==> src/rtl/pwm_duty_pkg.sv <==
// pwm_duty_pkg: shared types and reset defaults for the PWM duty controller
package pwm_duty_pkg;
    localparam int CNT_W = 8;
    localparam logic [CNT_W-1:0] DEF_HIGH = 8'd6;
    localparam logic [CNT_W-1:0] DEF_LOW = 8'd4;
    typedef enum logic [1:0] {IDLE, HIGH, LOW} state_t;
    typedef struct packed {
        logic [CNT_W-1:0] high;
        logic [CNT_W-1:0] low;
    } duty_cfg_t;
endpackage

==> src/rtl/pwm_cfg_shadow.sv <==
// pwm_cfg_shadow: config handshake, zero check, pending shadow and apply-on-strobe active register
module pwm_cfg_shadow #(
    parameter logic [pwm_duty_pkg::CNT_W-1:0] DEF_HIGH = pwm_duty_pkg::DEF_HIGH,
    parameter logic [pwm_duty_pkg::CNT_W-1:0] DEF_LOW = pwm_duty_pkg::DEF_LOW
) (
    input  logic clock,
    input  logic reset_n,
    input  logic cfg_valid,
    input  logic [pwm_duty_pkg::CNT_W-1:0] cfg_high,
    input  logic [pwm_duty_pkg::CNT_W-1:0] cfg_low,
    input  logic apply,
    output logic cfg_ready,
    output logic cfg_err,
    output pwm_duty_pkg::duty_cfg_t act_cfg,
    output pwm_duty_pkg::duty_cfg_t next_cfg
);
    import pwm_duty_pkg::*;
    logic pend_v_q;
    logic err_q;
    duty_cfg_t pend_q;
    duty_cfg_t act_q;
    logic accept;
    logic bad;
    assign cfg_ready = !pend_v_q;
    assign cfg_err = err_q;
    assign act_cfg = act_q;
    assign accept = cfg_valid && cfg_ready;
    assign bad = cfg_high == '0 || cfg_low == '0;
    // the period that starts on an apply strobe must already use the pending values
    assign next_cfg = pend_v_q ? pend_q : act_q;
    always_ff @(posedge clock or negedge reset_n) begin
        if (!reset_n) begin
            pend_v_q <= 1'b0;
            pend_q <= '0;
            act_q <= '{high: DEF_HIGH, low: DEF_LOW};
            err_q <= 1'b0;
        end else begin
            err_q <= accept && bad;
            if (apply) act_q <= next_cfg;
            if (accept && !bad) begin
                pend_q <= '{high: cfg_high, low: cfg_low};
                pend_v_q <= 1'b1;
            end else if (apply) begin
                pend_v_q <= 1'b0;
            end
        end
    end
endmodule

==> src/rtl/pwm_duty_ctrl.sv <==
// pwm_duty_ctrl: glitch-free PWM generator with config applied only at period boundaries
module pwm_duty_ctrl #(
    parameter logic [pwm_duty_pkg::CNT_W-1:0] DEF_HIGH = pwm_duty_pkg::DEF_HIGH,
    parameter logic [pwm_duty_pkg::CNT_W-1:0] DEF_LOW = pwm_duty_pkg::DEF_LOW
) (
    input  logic clock,
    input  logic reset_n,
    input  logic enable,
    input  logic cfg_valid,
    output logic cfg_ready,
    input  logic [pwm_duty_pkg::CNT_W-1:0] cfg_high,
    input  logic [pwm_duty_pkg::CNT_W-1:0] cfg_low,
    output logic cfg_err,
    output logic pwm_out,
    output logic period_start,
    output logic busy
);
    import pwm_duty_pkg::*;
    state_t state_q;
    logic [CNT_W-1:0] cnt_q;
    logic at_end;
    logic start;
    duty_cfg_t act_cfg;
    duty_cfg_t next_cfg;
    assign at_end = cnt_q == '0;
    assign start = enable && (state_q == IDLE || (state_q == LOW && at_end));
    assign busy = state_q != IDLE;
    pwm_cfg_shadow #(.DEF_HIGH(DEF_HIGH), .DEF_LOW(DEF_LOW)) u_shadow (
        .clock(clock),
        .reset_n(reset_n),
        .cfg_valid(cfg_valid),
        .cfg_high(cfg_high),
        .cfg_low(cfg_low),
        .apply(start),
        .cfg_ready(cfg_ready),
        .cfg_err(cfg_err),
        .act_cfg(act_cfg),
        .next_cfg(next_cfg)
    );
    always_ff @(posedge clock or negedge reset_n) begin
        if (!reset_n) begin
            state_q <= IDLE;
            cnt_q <= '0;
            pwm_out <= 1'b0;
            period_start <= 1'b0;
        end else begin
            period_start <= start;
            if (start) begin
                state_q <= HIGH;
                pwm_out <= 1'b1;
                cnt_q <= next_cfg.high - 1'b1;
            end else if (state_q != IDLE && !at_end) begin
                cnt_q <= cnt_q - 1'b1;
            end else if (state_q == HIGH) begin
                state_q <= LOW;
                pwm_out <= 1'b0;
                cnt_q <= act_cfg.low - 1'b1;
            end else if (state_q == LOW) begin
                state_q <= IDLE;
            end
        end
    end
endmodule

==> config.mk <==
export PLATFORM = sky130hd
export DESIGN_NAME = pwm_duty_ctrl
export DESIGN_NICKNAME = d
export VERILOG_FILES = /design/src/rtl/pwm_duty_pkg.sv /design/src/rtl/pwm_cfg_shadow.sv /design/src/rtl/pwm_duty_ctrl.sv
export SDC_FILE = /design/constraint.sdc
export NUM_CORES = 1
export LEC_CHECK = 0
export ABC_AREA = 1
export CAP_MARGIN = 10
export CORE_MARGIN = 4
export CORE_UTILIZATION = 40
export DETAILED_ROUTE_END_ITERATION = 16
export PLACE_DENSITY = 0.67
export REMOVE_ABC_BUFFERS = 1
export SYNTH_ARGS = -nofsm -noshare
export SYNTH_HDL_FRONTEND = slang
export SYNTH_SLANG_ARGS = --single-unit
==> constraint.sdc <==
create_clock -name clock -period 2.8 [get_ports clock]
set_input_delay 0.42 -clock clock [delete_from_list [all_inputs] [get_ports clock]]
set_output_delay 0.42 -clock clock [all_outputs]
set_load 0.005 [all_outputs]
======== After elaboration in Yosys (flattened, before gate mapping) ========
Index checks and enable logic that the tools add are counted.
word-level totals
  register bits after elaboration ......... 46
  input bits .............................. 20
  output and inout port bits .............. 5
operators by class
  add/sub/neg operators ................... 3
  equal/unequal tests ..................... 3
  mux-type cells .......................... 13
  reduce and logical (&&, ||, !) cells .... 23
operator list
  kind                                                                   count
  8-bit zero test                                                        3
  8-bit two-way mux                                                      3
  8-bit by 1-bit subtractor with 8-bit output, second input constant     3
  16-bit two-way mux                                                     1
  2-bit two-way mux                                                      4
  1-bit logical AND                                                      6
  2-bit AND reduction                                                    3
  2-bit nonzero test                                                     3
  3-bit nonzero test                                                     2
  1-bit two-way mux                                                      5
  1-bit zero test                                                        3
  2-bit by 1-bit equality test with 1-bit output, second input constant  1
  2-bit equality test, second input constant                             1
  2-bit zero test                                                        1
  1-bit logical OR                                                       2
  2-bit inequality test, second input constant                           1

======== Logic depth before layout (Yosys ltp) ========
  depth in word-level cells ............... 6
  depth in mapped cells ................... 15
  gate-level depth less buffers ........... 15

======== Modules after synthesis ========
A second synthesis with hierarchy kept.
unflattened totals
  cells, all modules ...................... 350
  area total of the unflattened synthesis .. 2,607.5 µm²
by module, submodules not included
  module          instances  cells an instance  area an instance (µm²)  seq. area each (µm²)
  pwm_cfg_shadow  1          197                1,621.6                 854.6
  pwm_duty_ctrl   1          153                985.9                   300.3

======== Worst setup path before layout ========
No wires, ideal clock.
  path type ............................... reg2reg
  start ................................... register cnt_q[1]
  end ..................................... register cnt_q[6]
  arrival ................................. 1.923 ns
  required time ........................... 2.734 ns
  setup slack ............................. 0.812 ns
  cell stages (with the launch flop) ...... 16
  clock period less this slack ............ 1.988 ns
  cells stage by stage .................... dfrtp_1 nor2_2 nand2_1 o21ai_4 buf_6 nand2_2 o21ai_2 nand2_2 inv_1 ha_1 inv_1 nor2_1 nand2_1 o21ai_1 nand3_1 nand2_1
between the ends
  longest elaborated chain between the ends .. 5
RTL lines
  what                                                                                                 line                 RTL
  start, declared                                                                                      pwm_duty_ctrl.sv:20  logic [CNT_W-1:0] cnt_q;
  start signal, assigned                                                                               pwm_duty_ctrl.sv:51  cnt_q <= next_cfg.high - 1'b1;
  start signal, assigned                                                                               pwm_duty_ctrl.sv:53  cnt_q <= cnt_q - 1'b1;
  start signal, assigned                                                                               pwm_duty_ctrl.sv:57  cnt_q <= act_cfg.low - 1'b1;
  parallel branches: the longest is 5 deep, another holds 8-bit by 1-bit subtractor with 8-bit output  -
Several ways; the timed one is not identified.
A chain may end at the register's enable or synchronous reset.

======== Final worst setup path ========
  start ................................... register cnt_q[7]
  end ..................................... register cnt_q[6]
between the ends
  longest elaborated chain between the ends .. 5
RTL lines
  what                                                            line                                      RTL
  8-bit zero test (*)                                             pwm_duty_ctrl.sv:25                       assign at_end = cnt_q == '0;
  1-bit zero test / 1-bit logical AND (equally long branches)     pwm_duty_ctrl.sv:52, pwm_duty_ctrl.sv:26
  1-bit logical AND / 1-bit logical OR (equally long branches)    pwm_duty_ctrl.sv:52, pwm_duty_ctrl.sv:26
  8-bit two-way mux / 1-bit logical AND (equally long branches)   pwm_duty_ctrl.sv:52, pwm_duty_ctrl.sv:26
  8-bit two-way mux / 3-bit nonzero test (equally long branches)  -
Mark *: on every way between the ends. The rest lies on a longest branch, timed or not.

==> qor.txt <==
Crit path max fanout: 11
Yosys top cell by area: dfrtp_1
CP Class: reg -> reg
Setup_tns: 0 ns
Synth Area per Inst: 7.80 µm²
PD cells: 419 mW/mm²
Initial Util: 0.416
Post-synth EDFFs: 0
Via count: 1845
Clk pin slew, worst setup/hold paths: 0.09 ns
Ant diodes: 0
Synth Register Bits: 46
TritonCTS clock tree: built
HP Class: in -> async
GRT Total Usage: 0.144
Detailed placer's ending HPWL: 3.43 mm
Ys async rst share: 1.00
Yosys top cell area share: 0.467
Clk sink count: 46
Number of instances in the placed design: 385
Most frequent cells in the layout: nand2_1 (72), dfrtp_1 (43), inv_1 (41)
Clock buffer depth: 2
GRT Residual Overflow: 0
Drt first pass iters: 4
Routability cong.: 0.842
Number of post-CTS setup repair buffers: 0
Hold Vio Cnt, Final: 0
Max Freq: 450 MHz
Antenna violations before repair: 0
Pin count of the biggest net entering global routing: 47
Layout Cells excl Fill: 393
DR iter-0 viols: 94
Core area: 0.00554 mm²
Data required time of the worst path: 3.00 ns
Pins Over Slew Limit: 0
CTS root buffer: clkbuf_8
CTS Buf Count: 5
Share of post-route cells with drive strength above 1: 0.0997
Final nets: 341
Drt via density: 4.69
Final setup vio count: 0
Slew headroom: 0.326
Dominant synthesized flop cell: dfrtp_1
Final ANT Viol Nets: 0
Pre-CTS setup slack: 0.375 ns
Die H: 83.9 µm
Post-Synthesis Cell Area: 0.00230 mm²
Drt wl/cell: 11.7 µm
IO Pins: 25
Seq/Total Area, Yosys: 0.502
Worst path arrival time: 2.42 ns
FP Rows: 27
Warnings, synthesis: 0
Synth area leaders: dfrtp_1 (47%), nand2_1 (12%), inv_1 (6.7%)
CTS Hold Buffers Added: 0
R2R depth: 15
First-pass GRT wire length: 8.12 mm
Skew final: 0.00849 ns
Final WS setup: 0.579 ns
Leading cell type in the layout, fill and taps excluded: nand2_1
H-tree levels: 2
RSZ-0062 raised after global routing: false
Peak supply drop: 0.283 mV
# port buffers: 24
Synth cell types: 31
Status: completed
Worst-Skew Late Latency: 0.31 ns
Die area: 0.00703 mm²
CP Launch Type: flip-flop
Final period util: 0.793
CTS resizes: 0
FF-to-FF Start: cnt_q[7]$_DFFE_PN0P_
Pleak: 1.32 nW
Cells after synthesis: 295
Residual DRC: 0
Number of global-route vias before repair: 1758
Reg2reg end: cnt_q[6]$_DFFE_PN0P_
Flop-to-flop setup slack: 0.58 ns
Routed WL: 4.59 mm
Slew @ Worst Pin: 1.01 ns
P&R area growth vs syn: 16.8%
Maxcap violations: 0
Worst setup EP type: flip-flop
Die Wd: 83.9 µm
Shortest period the worst path allows: 2.22 ns
## registers in the layout, summed over array words and instances (netlist names)
| name | count |
|---|---|
| u_shadow.act_cfg | 16 |
| state_q | 2 |
| pwm_out | 1 |
| cnt_q | 8 |
| u_shadow.pend_v_q | 1 |
| period_start | 1 |
| u_shadow.cfg_err | 1 |
| u_shadow.pend_q | 16 |
## how the worst max path moves through the flow
stage / from / endpoint / slack [ns]
2_1_floorplan: cnt_q[1]$_DFFE_PN0P_ / cnt_q[6]$_DFFE_PN0P_ / 0.72
3_3_place_gp: enable / cnt_q[6]$_DFFE_PN0P_ / 0.42
3_5_place_dp: enable / cnt_q[6]$_DFFE_PN0P_ / 0.38
4_1_cts: cnt_q[7]$_DFFE_PN0P_ / cnt_q[6]$_DFFE_PN0P_ / 0.59
5_1_grt: cnt_q[7]$_DFFE_PN0P_ / cnt_q[6]$_DFFE_PN0P_ / 0.31
6_report: cnt_q[7]$_DFFE_PN0P_ / cnt_q[6]$_DFFE_PN0P_ / 0.58
## cells by family (layout without fill, tap and decap cells)
family,after synthesis,count (layout),share of synthesized area
simple gates,136,136,0.255
buf+inv,55,81,0.0962
compound gates,56,56,0.137
flops,46,46,0.502
mux,1,1,0.00489
fa+ha+maj,1,1,0.00543
## report_power, final
group	switching, mW	internal, mW
Clock	0.241	0.179
Combinational	0.0206	0.0241
Sequential	0	0.664
Total	0.262	0.867
## layer usage
layer,GRT usage,wire (µm),vias to the layer above
li1,-,-,977
met5,0,0,-
met1,0.199,2290,819
met3,0.0296,192,9
met2,0.217,2020,40
met4,0.0687,98,0
## through the flow
stage | instance area, µm² | hold WS, ns | total power [mW] | util
floorplan | 2260 | 0.124 | 0.681 | -
global placement | 2600 | 0.459 | 0.723 | 0.469
detailed placement | 2600 | 0.460 | 0.723 | 0.469
CTS | 2690 | 0.318 | 1.15 | 0.486
global route | 2690 | 0.371 | 1.17 | 0.486
finish | 2690 | 0.272 | 1.13 | 0.486
## synthesized netlist by cell type (6+ instances only)
cell and instances:
nor2_1 33, nand3_1 17, inv_1 41, inv_2 6, dfrtp_1 43, a21oi_1 8, o21ai_0 25, nand2_1 72
o21ai_1 13
## critical path, stage by stage (launching register included)
cell     delay [ns]
dfrtp_1        0.43
nor2_1         0.19
nand2_1        0.11
o21ai_4        0.24
nand2_4        0.13
inv_2          0.17
nand2_1        0.10
nand2_2        0.11
inv_1          0.05
ha_1           0.19
inv_1          0.06
nor2_1         0.07
nand2_1        0.09
o21ai_1        0.06
nand3_1        0.08
nand2_1        0.05
## layout make-up
cell class	count	area, µm²
Tap cell	72	90.1
Multi-Input combinational cell	194	926
Sequential cell	46	1150
Fill cell	586	2850
Clock inverter	3	23.8
Clock buffer	5	68.8
Timing Repair Buffer	26	250
Inverter	47	176
(Power assumes the default switching activity.)
